<file path="src/rtl/seg7_pkg.sv">
// seg7_pkg: segment glyphs, FSM state type and the hex glyph encoder shared
// by the frame writer and its BCD converter.
// Segment vectors are active-low, bit0 = a ... bit6 = g.
package seg7_pkg;

  localparam logic [6:0] SEG_0 = 7'h40;
  localparam logic [6:0] SEG_1 = 7'h79;
  localparam logic [6:0] SEG_2 = 7'h24;
  localparam logic [6:0] SEG_3 = 7'h30;
  localparam logic [6:0] SEG_4 = 7'h19;
  localparam logic [6:0] SEG_5 = 7'h12;
  localparam logic [6:0] SEG_6 = 7'h02;
  localparam logic [6:0] SEG_7 = 7'h78;
  localparam logic [6:0] SEG_8 = 7'h00;
  localparam logic [6:0] SEG_9 = 7'h10;
  localparam logic [6:0] SEG_A = 7'h08;
  localparam logic [6:0] SEG_B = 7'h03;
  localparam logic [6:0] SEG_C = 7'h46;
  localparam logic [6:0] SEG_D = 7'h21;
  localparam logic [6:0] SEG_E = 7'h06;
  localparam logic [6:0] SEG_F = 7'h0E;

  localparam logic [6:0] SEG_DASH  = 7'b0111111;
  localparam logic [6:0] SEG_BLANK = 7'b1111111;

  typedef enum logic [2:0] {
    S_IDLE,
    S_CHECK,
    S_CONVERT,
    S_WRITE,
    S_GAP,
    S_DONE
  } state_e;

  function automatic logic [6:0] enc(input logic [3:0] nib);
    logic [6:0] seg;
    case (nib)
      4'h0: seg = SEG_0;
      4'h1: seg = SEG_1;
      4'h2: seg = SEG_2;
      4'h3: seg = SEG_3;
      4'h4: seg = SEG_4;
      4'h5: seg = SEG_5;
      4'h6: seg = SEG_6;
      4'h7: seg = SEG_7;
      4'h8: seg = SEG_8;
      4'h9: seg = SEG_9;
      4'hA: seg = SEG_A;
      4'hB: seg = SEG_B;
      4'hC: seg = SEG_C;
      4'hD: seg = SEG_D;
      4'hE: seg = SEG_E;
      default: seg = SEG_F;
    endcase
    return seg;
  endfunction

endpackage

</file>
<file path="src/rtl/bin2bcd_seq.sv">
// bin2bcd_seq: 16-cycle iterative double-dabble, 16-bit binary to 4-digit BCD.
// start loads the operand and clears the BCD register; done is high during the
// final iteration so the caller can leave on the same edge that completes it.
module bin2bcd_seq
  import seg7_pkg::*;
(
  input  logic        clk,
  input  logic        rst,
  input  logic        start,
  input  logic [15:0] bin,
  output logic        busy,
  output logic        done,
  output logic [15:0] bcd
);

  logic [15:0] bin_q, bin_d;
  logic [15:0] bcd_q, bcd_d;
  logic [15:0] adj;
  logic [4:0]  cnt_q, cnt_d;
  logic        busy_q, busy_d;

  // add 3 to every BCD nibble of 5 or more ahead of the shift
  always_comb begin
    adj = bcd_q;
    for (int i = 0; i < 4; i++) begin
      if (bcd_q[4*i +: 4] >= 4'd5) adj[4*i +: 4] = bcd_q[4*i +: 4] + 4'd3;
    end
  end

  // load on start, otherwise one shift-and-count step per busy cycle
  always_comb begin
    bin_d  = bin_q;
    bcd_d  = bcd_q;
    cnt_d  = cnt_q;
    busy_d = busy_q;
    if (start) begin
      bin_d  = bin;
      bcd_d  = '0;
      cnt_d  = '0;
      busy_d = 1'b1;
    end else if (busy_q) begin
      bcd_d = {adj[14:0], bin_q[15]};
      bin_d = {bin_q[14:0], 1'b0};
      cnt_d = cnt_q + 5'd1;
      if (cnt_q == 5'd15) busy_d = 1'b0;
    end
  end

  // converter registers
  always_ff @(posedge clk or negedge rst) begin
    if (!rst) begin
      bin_q  <= '0;
      bcd_q  <= '0;
      cnt_q  <= '0;
      busy_q <= 1'b0;
    end else begin
      bin_q  <= bin_d;
      bcd_q  <= bcd_d;
      cnt_q  <= cnt_d;
      busy_q <= busy_d;
    end
  end

  assign busy = busy_q;
  assign done = busy_q && (cnt_q == 5'd15);
  assign bcd  = bcd_q;

endmodule

</file>
<file path="src/rtl/seg7_frame_writer.sv">
// seg7_frame_writer: takes a 16-bit value over valid/ready and writes four
// 7-segment digits (hex or decimal) into the display controller, one digit per
// en_w strobe, digit 0 first.
// Build macro SEG7_LZ_BLANK_EN: when defined, leading zero digits (never digit 0,
// never on overflow frames) are written blank.
//
// state     | meaning
// ----------+-----------------------------------------------------------
// S_IDLE    | waiting for a frame, in_ready high
// S_CHECK   | decimal range check; starts the BCD converter if in range
// S_CONVERT | double-dabble running
// S_WRITE   | one digit written this cycle, en_w high
// S_GAP     | en_w low spacing between digit writes
// S_DONE    | done pulse, in_ready high, a new frame may be accepted
module seg7_frame_writer
  import seg7_pkg::*;
#(
  parameter int HOLD_CYCLES = 0,
  parameter int DEC_MAX     = 9999
) (
  input  logic        clk,
  input  logic        rst,
  input  logic        in_valid,
  output logic        in_ready,
  input  logic [15:0] value,
  input  logic        dec_mode,
  input  logic [3:0]  dp_mask,
  output logic        en_w,
  output logic [1:0]  waddr,
  output logic [7:0]  data,
  output logic        done
);

  localparam logic [7:0]  GAP_LOAD  = (HOLD_CYCLES > 0) ? 8'(HOLD_CYCLES - 1) : 8'd0;
  localparam logic [16:0] DEC_MAX_W = 17'(DEC_MAX);

  state_e      state_q, state_d;
  logic [15:0] value_q, value_d;
  logic        dec_q, dec_d;
  logic [3:0]  dp_q, dp_d;
  logic        ovf_q, ovf_d;
  logic [1:0]  digit_q, digit_d;
  logic [7:0]  gap_q, gap_d;
  logic [1:0]  waddr_q, waddr_d;
  logic [7:0]  data_q, data_d;

  logic        accept;
  logic        over;
  logic        bcd_start, bcd_busy, bcd_done;
  logic [15:0] bcd;

  logic [3:0][3:0] nib;
  logic [3:0]      lz;
  logic [6:0]      cur_seg;
  logic [7:0]      wr_data;

  assign accept    = in_valid && in_ready;
  assign over      = ({1'b0, value_q} > DEC_MAX_W);
  assign bcd_start = (state_q == S_CHECK) && !over;

  bin2bcd_seq u_bcd (
    .clk   (clk),
    .rst   (rst),
    .start (bcd_start),
    .bin   (value_q),
    .busy  (bcd_busy),
    .done  (bcd_done),
    .bcd   (bcd)
  );

  // state register
  always_ff @(posedge clk or negedge rst) begin
    if (!rst) state_q <= S_IDLE;
    else      state_q <= state_d;
  end

  // next-state logic
  always_comb begin
    state_d = state_q;
    case (state_q)
      S_IDLE, S_DONE: begin
        if (accept) state_d = dec_mode ? S_CHECK : S_WRITE;
        else        state_d = S_IDLE;
      end
      S_CHECK:   state_d = over ? S_WRITE : S_CONVERT;
      // the !busy exit keeps the FSM from stalling if the converter is idle
      S_CONVERT: if (bcd_done || !bcd_busy) state_d = S_WRITE;
      S_WRITE: begin
        if (digit_q == 2'd3)      state_d = S_DONE;
        else if (HOLD_CYCLES > 0) state_d = S_GAP;
        else                      state_d = S_WRITE;
      end
      S_GAP:   if (gap_q == 8'd0) state_d = S_WRITE;
      default: state_d = S_IDLE;
    endcase
  end

  // glyph for the digit being written: overflow dash, blank, or encoded nibble
  always_comb begin
    nib = dec_q ? bcd : value_q;
    lz  = '0;
`ifdef SEG7_LZ_BLANK_EN
    lz[3] = (nib[3] == 4'd0);
    lz[2] = lz[3] && (nib[2] == 4'd0);
    lz[1] = lz[2] && (nib[1] == 4'd0);
`endif
    if (ovf_q)            cur_seg = SEG_DASH;
    else if (lz[digit_q]) cur_seg = SEG_BLANK;
    else                  cur_seg = enc(nib[digit_q]);
    wr_data = {dp_q[digit_q], cur_seg};
  end

  // frame capture, digit sequencing, gap down-counter and held write port
  always_comb begin
    value_d = value_q;
    dec_d   = dec_q;
    dp_d    = dp_q;
    ovf_d   = ovf_q;
    digit_d = digit_q;
    gap_d   = gap_q;
    waddr_d = waddr_q;
    data_d  = data_q;
    if (accept) begin
      value_d = value;
      dec_d   = dec_mode;
      dp_d    = dp_mask;
      ovf_d   = 1'b0;
    end
    case (state_q)
      S_CHECK: begin
        ovf_d   = over;
        digit_d = '0;
      end
      S_WRITE: begin
        digit_d = digit_q + 2'd1;
        gap_d   = GAP_LOAD;
        waddr_d = digit_q;
        data_d  = wr_data;
      end
      S_GAP: if (gap_q != 8'd0) gap_d = gap_q - 8'd1;
      S_CONVERT: digit_d = '0;
      default: digit_d = '0;
    endcase
  end

  // datapath registers
  always_ff @(posedge clk or negedge rst) begin
    if (!rst) begin
      value_q <= '0;
      dec_q   <= 1'b0;
      dp_q    <= '0;
      ovf_q   <= 1'b0;
      digit_q <= '0;
      gap_q   <= '0;
      waddr_q <= '0;
      data_q  <= 8'h7F;
    end else begin
      value_q <= value_d;
      dec_q   <= dec_d;
      dp_q    <= dp_d;
      ovf_q   <= ovf_d;
      digit_q <= digit_d;
      gap_q   <= gap_d;
      waddr_q <= waddr_d;
      data_q  <= data_d;
    end
  end

  // outputs: live write port in S_WRITE, last written values elsewhere
  always_comb begin
    in_ready = (state_q == S_IDLE) || (state_q == S_DONE);
    done     = (state_q == S_DONE);
    en_w     = (state_q == S_WRITE);
    waddr    = en_w ? digit_q : waddr_q;
    data     = en_w ? wr_data : data_q;
  end

endmodule

</file>
<file path="config.mk">
export PLATFORM = sky130hd
export DESIGN_NAME = seg7_frame_writer
export DESIGN_NICKNAME = d
export VERILOG_FILES = /design/src/rtl/seg7_pkg.sv /design/src/rtl/bin2bcd_seq.sv /design/src/rtl/seg7_frame_writer.sv
export SDC_FILE = /design/constraint.sdc
export NUM_CORES = 1
export LEC_CHECK = 0
export BUFFER_PORTS_ARGS = -buffer_cell sky130_fd_sc_hd__buf_2
export CAP_MARGIN = 20
export CORE_MARGIN = 8
export CORE_UTILIZATION = 45
export CTS_BUF_LIST = sky130_fd_sc_hd__clkbuf_2
export DETAILED_ROUTE_END_ITERATION = 10
export PLACE_DENSITY = 0.6
export SYNTH_ARGS = -nofsm -noshare
export SYNTH_HDL_FRONTEND = slang
export SYNTH_SLANG_ARGS = --single-unit
export TNS_END_PERCENT = 50
</file>
<file path="constraint.sdc">
create_clock -name clk -period 4.9 [get_ports clk]
set_input_delay 0.245 -clock clk [delete_from_list [all_inputs] [get_ports clk]]
set_output_delay 0.245 -clock clk [all_outputs]
set_load 0.02 [all_outputs]
</file>
=== Word-level counts from Yosys, hierarchy flattened ===
Memories as Yosys holds them, arrays and structs flattened.
Cells that the tools add are included.

* Bits in read-only memories: 112
* Output and inout port bits: 13
* Memories: 1
* Flip-flop bits (word level): 83

* Eq/ne operators: 10
* Multiplexer cells: 36
* Magnitude comparators: 6
* Reductions and logical operators: 16
* $add $sub $neg: 7

{| class="wikitable"
|+ Memory list
! memory !! depth !! bits a word !! read ports !! clocked after memory_dff !! wr ports !! RTL line !! source
|-
| (name not given) || 16 || 7 || 1 || 0 || 0 || seg7_pkg.sv:37 || <nowiki>case (nib)</nowiki>
|}

{| class="wikitable"
|+ Operators by type and width
! operator !! number
|-
| two-way mux 16 bit || 5
|-
| greater-or-equal comparator 4 x 3 -> 1 bit (second input constant) || 4
|-
| greater-than comparator 16 x 14 -> 1 bit (second input constant) || 1
|-
| two-way mux 4 bit || 4
|-
| two-way mux 8 bit || 2
|-
| one-hot mux 8 bit (2 select lines) || 1
|-
| one-hot mux 3 bit (5 select lines) || 1
|-
| two-way mux 7 bit || 2
|-
| adder 4 x 2 -> 4 bit (second input constant) || 3
|-
| two-way mux 3 bit || 4
|-
| two-way mux 5 bit || 2
|-
| binary-select mux 4 bit (select 2 bit) || 1
|-
| zero test 8 bit || 1
|-
| two-way mux 1 bit || 8
|-
| nonzero test 8 bit || 1
|-
| subtractor 8 x 1 -> 8 bit (second input constant) || 1
|-
| equality test 3 x 2 -> 1 bit (second input constant) || 2
|-
| equality test 3 bit (second input constant) || 2
|-
| two-way mux 2 bit || 3
|-
| != test 2 bit (second input constant) || 3
|-
| nonzero test 2 bit || 3
|-
| adder 5 x 1 -> 5 bit (second input constant) || 1
|-
| equality test 5 x 4 -> 1 bit (second input constant) || 1
|-
| binary-select mux 1 bit (select 2 bit) || 2
|-
| other kinds (12) || 17
|}

=== Depth between registers and ports, before layout ===
Gate-level depths: netlist of the first run.
An unclocked memory read counts as a cell.

* Depth after elaboration: 7
* Mapped depth: 9

=== Modules after synthesis ===
A second synthesis of the first run with hierarchy kept.

* Cell total of the unflattened synthesis: 423
* Area total of the unflattened synthesis: 4566.9 um2

{| class="wikitable"
|+ Modules (own cells, without submodules)
! module !! instances !! area an instance (um2) !! cells each !! seq. area each (um2)
|-
| seg7_frame_writer || 1 || 2528.7 || 213 || 1134.8
|-
| bin2bcd_seq || 1 || 2038.2 || 210 || 950.9
|}

=== Worst setup path after synthesis of the first run ===
No wires, ideal clock.

* Path type: register -> output
* From: register dec_q
* To: output port data[0]
* Required time: 4.655 ns
* Data arrival time: 2.338 ns
* Path slack: 2.317 ns
* Stages on the path, launching flop included: 9
* Path through: dfrtp_1 > buf_6 > mux4_1 > mux2i_1 > inv_1 > ha_1 > or3b_1 > o31ai_2 > a221oi_2

* Word-level cells in the longest chain between the ends: 7

{| class="wikitable"
|+ RTL lines
! what !! RTL line !! source
|-
| start: declaration || seg7_frame_writer.sv:39 || <nowiki>logic dec_q, dec_d;</nowiki>
|-
| start signal: assignment || seg7_frame_writer.sv:150 || <nowiki>dec_q <= 1'b0;</nowiki>
|-
| start signal: assignment || seg7_frame_writer.sv:159 || <nowiki>dec_q <= dec_d;</nowiki>
|-
| two-way mux 16 bit || seg7_frame_writer.sv:100 || <nowiki>nib = dec_q ? bcd : value_q;</nowiki>
|-
| binary-select mux 4 bit (select 2 bit) || seg7_frame_writer.sv:109 || <nowiki>else cur_seg = enc(nib[digit_q]);</nowiki>
|-
| two-way mux 4 bit (not written as such) || seg7_frame_writer.sv:109 ||
|-
| memory read (16 x 7 bit) || -- ||
|-
| two-way mux 7 bit || seg7_frame_writer.sv:108 || <nowiki>else if (lz[digit_q]) cur_seg = SEG_BLANK;</nowiki>
|-
| two-way mux 7 bit || seg7_frame_writer.sv:107 || <nowiki>if (ovf_q) cur_seg = SEG_DASH;</nowiki>
|-
| two-way mux 8 bit || -- ||
|-
| end: declaration || seg7_frame_writer.sv:30 || <nowiki>output logic [7:0] data,</nowiki>
|}

No other way between the ends. The select of a mux whose other input is x is not followed.

=== Final worst setup path of the first run ===
Same ends and word-level chain as after synthesis.

==> flow_summary_export.csv, run 1 <==
group,metric,value,unit
layout,finish.utilization,0.5257,
worst_setup_path,startpoint,"dec_q",
global_routing,grt_max_degree,50,
sta,setup_viol,0,
clocking,cts_max_level,3,
global_routing,grt_usage,0.1496,
hold_path,hold_start,"in_valid",
floorplanning,num_io_pins,37,
synthesis,synth_seq_cells,83,
drt,postRouteAntennaNets,0,
sta,whs,0.07470,ns
synthesis,avgSynthCellArea,10.89,µm²
clocking,cts_resized,0,
sta,tns,0,ns
run_status,status,"completed",
job,drv_cap,0,
clocking,clock_path_buffers,2,
worst_setup_path,worst_r2r_path_depth,7,
clocking,cts_sinks,83,
sta,finClkSkew,0.02465,ns
drt,wl_per_cell,15.57,µm
synthesis,seq_area_frac_synth,0.4640,
hold_path,min_path_type,"input port to register",
sta,tightest_slew,1.049,ns
floorplanning,die_area,13440,µm²
worst_setup_path,worstSetupEndpointType,"primary output",
floorplanning,row_count,36,
synthesis,yosys.area.top_type,"dfrtp_1",
synthesis,synth_cells,413,
drt,vias,3150,
pwr,p_leak,2.391,nW
sta,layout_setup_ws,1.215,ns
synthesis,synth.cell_area,4496,µm²
floorplanning,die_x,116.0,µm
hold_path,hold_path_depth,4,
place,io_buffers,36,
sta,fin_crit_sh,0.7521,
layout,fillers,899,
sta,post-route-min-period,3.685,ns
global_routing,overflow,0,
synthesis,syn_nets,456,
synthesis,synth-async-reset-ratio,1.000,
global_routing,antenna_found_initial,0,
worst_setup_path,required,4.66,ns
synthesis,yosysWarnings,0,
global_routing,grt_pass1_wl,15780,µm
clocking,cts_setup_buffers,0,
drt,drt_wl_total,9359,µm
clocking,hold_buffers,22,
drt,drt-met1-wl,4366,µm
synthesis,yosys.area.top_type_share,0.4230,
sta,hold_viol_final,0,
clocking,clkSlewWorstSetupHoldPaths,0.26,ns
drt,dr.pass1.iters,4,
worst_setup_path,r2r_start,"dec_q",
synthesis,ys_types,56,
sta,slew_violations,0,
layout,nets,506,
clocking,cts_tree,"done",
floorplanning,dieHeight,116.0,µm
sta,slew_headroom,0.3010,
sta,rsz0062_at_grt,"false",
floorplanning,start_util,0.4621,
sta,fmax,271.3,MHz
drt,dr_wl_met2,4547,µm
global_routing,grt_pass1_vias,3205,
worst_setup_path,arrival,3.44,ns
place,dpl.hpwl,6509,µm
worst_setup_path,start_kind,"register",
drt,met3WireLength,319,µm
place,dpl_worst_slack,1.793,ns
drt,drt_iter0_drc,161,
synthesis,synth-main-ff-cell,"dfrtp_1",
layout,antenna_cells,0,
layout,finalInstanceArea,5115,µm²
layout,synthToLayoutAreaGrowth,13.78,%
place,gp_congestion,0.8299,
pwr,powerDensity,692.6,nW/µm²
drt,drc_errors,0,
place,dpl-instance-area,4731,µm²
clocking,worstSkewPairLatency,0.55,ns
synthesis,synth_area_leaders,"dfrtp_1 (42%), mux2i_1 (6.5%), ha_1 (5.3%)",
drt,via_per_inst,5.241,
layout,drive_gt1_frac,0.2179,
drt,top_layer,"met4",
pwr,vdd_drop_max,0.0002958,V
worst_setup_path,path_max_fanout,9,
synthesis,synth-edff-count,0,
worst_setup_path,worstSetupPathType,"register to primary output",
floorplanning,coreArea,9729,µm²
clocking,root_buffer,"clkbuf_2",
clocking,cts_inserted_buffers,9,
## final timing paths
kind,end,slack [ns]
worst max-delay path,data[0],1.21
worst min-delay path,state_q[0],0.07
worst max register to register,data_q[0],2.14
worst min register to register,data_q[7],0.50
max in group asynchronous,u_bcd.bcd[11],3.76
min in group asynchronous,waddr_q[0],0.16
## critical path, stage by stage, from the launching register on
cell and delay [ns]:
dfrtp_1 0.67, mux4_1 0.61, mux2i_1 0.42, inv_1 0.16
ha_1 0.27, or3b_1 0.41, o31ai_2 0.08, a221oi_2 0.11
buf_2 0.19
## placed cells by master, fill, tap and decap left out, drive strengths merged, types with 3 or more instances in the layout
cell / n
clkbuf: 9
ha: 19
o21ai: 28
dfrtp: 76
a211oi: 4
nor4: 4
dlygate4sd3: 22
o211ai: 3
dfstp: 7
xor2: 3
nand2: 42
mux2i: 31
xnor2: 12
mux2: 22
nor3b: 3
a31oi: 4
buf: 39
a21oi: 16
mux4: 9
inv: 21
nand3: 14
nand2b: 12
nor2: 35
a21o: 3
## metrics by stage
stage | power, W | instances
floorplan | 0.002697 | 413
global placement | 0.003048 | 562
detailed placement | 0.003114 | 562
CTS | 0.003581 | 600
global route | 0.003849 | 601
finish | 0.003542 | 601
## cells in the mapped netlist, types with 2 or more instances
master	count
o21ai_1	3
o21ai_0	25
buf_6	2
nor2_1	35
inv_1	17
a211oi_1	4
a21oi_1	16
xor2_1	3
buf_4	2
mux4_1	2
mux2i_1	29
and3_1	2
nand2b_1	12
a31oi_1	4
nor3b_2	2
mux2_2	21
o211ai_1	3
clkbuf_8	2
clkbuf_1	11
a21o_1	3
or4_1	2
and2_1	2
buf_2	4
mux4_2	7
a22o_1	2
dfstp_2	7
dfrtp_1	76
nor4_1	4
xnor2_1	12
nand3_1	14
nand2_1	42
ha_1	19
## logic make-up after synthesis
group	count (synthesis)	synth area share
buf+inv	41	0.04481
flops	83	0.4640
simple gates	125	0.1333
compound gates	68	0.1013
xor+xnor	15	0.02922
mux	62	0.1745
fa+ha+maj	19	0.05288
## where the power goes
part           switching (W)  internal [W]  total, W
registers           0.000370      0.000989   0.00136
logic               0.000911      0.000827   0.00174
clock network       0.000267      0.000179  0.000446
total                0.00155       0.00199   0.00354
## routing by layer
metal  global-route usage  vias up
li1                     -     1548
met4              0.03544        0
met1               0.1884     1550
met5                    0        -
met3              0.04273       12
met2               0.2478       40
## flip-flops by register name (all words and copies together), names as in the netlist
| name | count |
|---|---|
| data_q | 8 |
| dec_q | 1 |
| digit_q | 2 |
| dp_q | 4 |
| gap_q | 8 |
| ovf_q | 1 |
| state_q | 3 |
| u_bcd.bcd | 16 |
| u_bcd.bin_q | 16 |
| u_bcd.busy | 1 |
| u_bcd.cnt_q | 5 |
| value_q | 16 |
| waddr_q | 2 |
## area by class of cell
class / count / area (µm²) / area share
sequential: 83 / 2087 / 0.4080
inverter: 19 / 71.32 / 0.01394
timing repair buffer: 61 / 429.2 / 0.08390
tap: 133 / 166.4 / 0.03253
multi-input combinational: 289 / 2208 / 0.4318
clock inverter: 7 / 107.6 / 0.02104
clock buffer: 9 / 45.04 / 0.008806
No activity file was read; power rests on OpenSTA's default activity.
==> run 2: changes to the inputs <==
--- a/config.mk
+++ b/config.mk
@@ -11,7 +11,7 @@
 export CORE_UTILIZATION = 45
 export CTS_BUF_LIST = sky130_fd_sc_hd__clkbuf_2
 export DETAILED_ROUTE_END_ITERATION = 10
-export PLACE_DENSITY = 0.6
+export PLACE_DENSITY = 0.62
 export SYNTH_ARGS = -nofsm -noshare
 export SYNTH_HDL_FRONTEND = slang
 export SYNTH_SLANG_ARGS = --single-unit
==> constraint.sdc (replaced) <==
create_clock -name clk -period 3 [get_ports clk]
set_input_delay 0.15 -clock clk [delete_from_list [all_inputs] [get_ports clk]]
set_output_delay 0.15 -clock clk [all_outputs]
set_load 0.02 [all_outputs]
==> flow_summary_export.csv, run 2 (synthesized netlist as in run 1, its figures left out) <==
group,metric,value,unit
run_status,status,"complete, but fails checks",
run_status,violations,"setup timing",
sta,fmax,329.9,MHz
floorplanning,dieHeight,116.0,µm
sta,finClkSkew,0.02479,ns
global_routing,antenna_found_initial,0,
drt,dr.pass1.iters,4,
global_routing,grt_usage,0.1536,
layout,finalInstanceArea,5378,µm²
layout,regArea,2090,µm²
drt,vias,3256,
pwr,vdd_drop_max,0.0006130,V
hold_path,min_path_type,"input port to register",
layout,final_common_cell,"dfrtp_1",
floorplanning,die_x,116.0,µm
worst_setup_path,start_kind,"register",
place,io_buffers,36,
global_routing,grt_pass1_vias,3325,
drt,via_per_inst,5.193,
worst_setup_path,worstSetupEndpointType,"primary output",
sta,post-route-min-period,3.031,ns
floorplanning,coreArea,9729,µm²
pwr,p_leak,2.491,nW
drt,wl_per_cell,15.50,µm
clocking,cts_inserted_buffers,9,
layout,most-common-layout-cells,"dfrtp_1 (73), nand2_1 (42), nor2_1 (35), buf_4 (31), buf_2 (28)",
pwr,finalPower,0.006484,W
place,dpl-instance-area,4791,µm²
clocking,clock_path_buffers,2,
drt,drc_errors,0,
global_routing,overflow,0,
sta,slew_headroom,0.5259,
sta,slew_violations,0,
sta,fin_crit_sh,1.010,
pwr,powerDensity,1206,nW/µm²
drt,drt_iter0_drc,124,
sta,layout_setup_ws,-0.03136,ns
floorplanning,start_util,0.4621,
worst_setup_path,required,2.85,ns
floorplanning,row_count,36,
sta,tightest_slew,0.7087,ns
clocking,worstSkewPairLatency,0.56,ns
floorplanning,num_io_pins,37,
clocking,cts_sinks,83,
drt,drt_wl_total,9718,µm
sta,rsz0062_at_grt,"true",
layout,nets,532,
global_routing,grt_max_degree,78,
clocking,cts_tree,"done",
layout,drive_gt1_frac,0.2854,
clocking,cts_max_level,3,
worst_setup_path,worstSetupPathType,"register to primary output",
worst_setup_path,arrival,2.88,ns
layout,multiInputGateArea,2280,µm²
drt,postRouteAntennaNets,0,
sta,whs,0.3237,ns
global_routing,grt_pass1_wl,16170,µm
job,drv_cap,0,
place,gp_congestion,0.8431,
place,dpl.hpwl,6412,µm
layout,antenna_cells,0,
sta,tns,-0.03136,ns
worst_setup_path,path_max_fanout,7,
clocking,root_buffer,"clkbuf_2",
sta,setup_viol,1,
layout,fillers,883,
sta,hold_viol_final,0,
floorplanning,die_area,13440,µm²
place,dpl_worst_slack,0.2901,ns
clocking,clkSlewWorstSetupHoldPaths,0.25,ns
layout,synthToLayoutAreaGrowth,19.62,%
==> run 2: cell count changes in the layout (fill, tap and decap cells not counted), sizes merged <==
cell / previous run / this run
buf: 39 / 63
bufinv: 2 / 0
clkinv: 2 / 4
dlygate4sd3: 22 / 24
==> run 2: area by class of cell <==
type                    instances  area share
well taps                     133     0.03094
flip-flops and latches         83      0.3886
multi-input cells             289      0.4239
clock inverters                 7    0.009539
clock buffers                   9    0.008376
repair buffers                 87      0.1254
inverters                      19     0.01326
==> run 2: worst max-delay path, stage by stage (launching register included) <==
cell and delay, ns:
dfrtp_2 0.54, mux4_2 0.56, mux2i_4 0.20, inv_2 0.10, ha_4 0.17, or3b_4 0.38, o31ai_4 0.07, a221oi_2 0.10
buf_4 0.19
==> run 2: timing repair <==
item / CTS / global route
hold buffers: 23 / 1
setup buffers: 11 / 5
gates resized for setup: 17 / 14
hold endpoints to repair: 99 / 4
endpoints found under the setup margin: 7 / 7
pin swaps: 5 / 5
==> run 2: power by group <==
part	switching, W	internal (W)
sequential	0.000545	0.00162
combinational	0.00180	0.00198
clock	0.000421	0.000116
==> run 2: metrics by stage <==
step,cells,util
floorplan,413,-
global placement,570,0.4924
detailed placement,570,0.4924
CTS,620,0.5400
global route,627,0.5527
finish,627,0.5527
==> run 2: path summary, 6_finish.rpt <==
| check | slack [ns] | endpoint | cells past startpoint | from |
|---|---|---|---|---|
| max in group asynchronous | 1.97 | u_bcd.busy | 4 | rst |
| max | -0.03 | data[0] | 8 | dec_q |
| max reg2reg | 0.57 | data_q[3] | 9 | dec_q |
| min in group asynchronous | 0.47 | gap_q[5] | 3 | rst |
| min reg2reg | 0.51 | waddr_q[0] | 2 | waddr_q[0] |
| min | 0.32 | value_q[9] | 3 | value[9] |
==> run 2: layer usage <==
| layer | part of all wire | routed length (µm) | global-route usage |
|---|---|---|---|
| met1 | 0.44 | 4283 | 0.1838 |
| met4 | 0.022 | 214 | 0.06137 |
| met2 | 0.50 | 4859 | 0.2547 |
| met3 | 0.037 | 361 | 0.04377 |
| met5 | 0 | 0 | 0 |
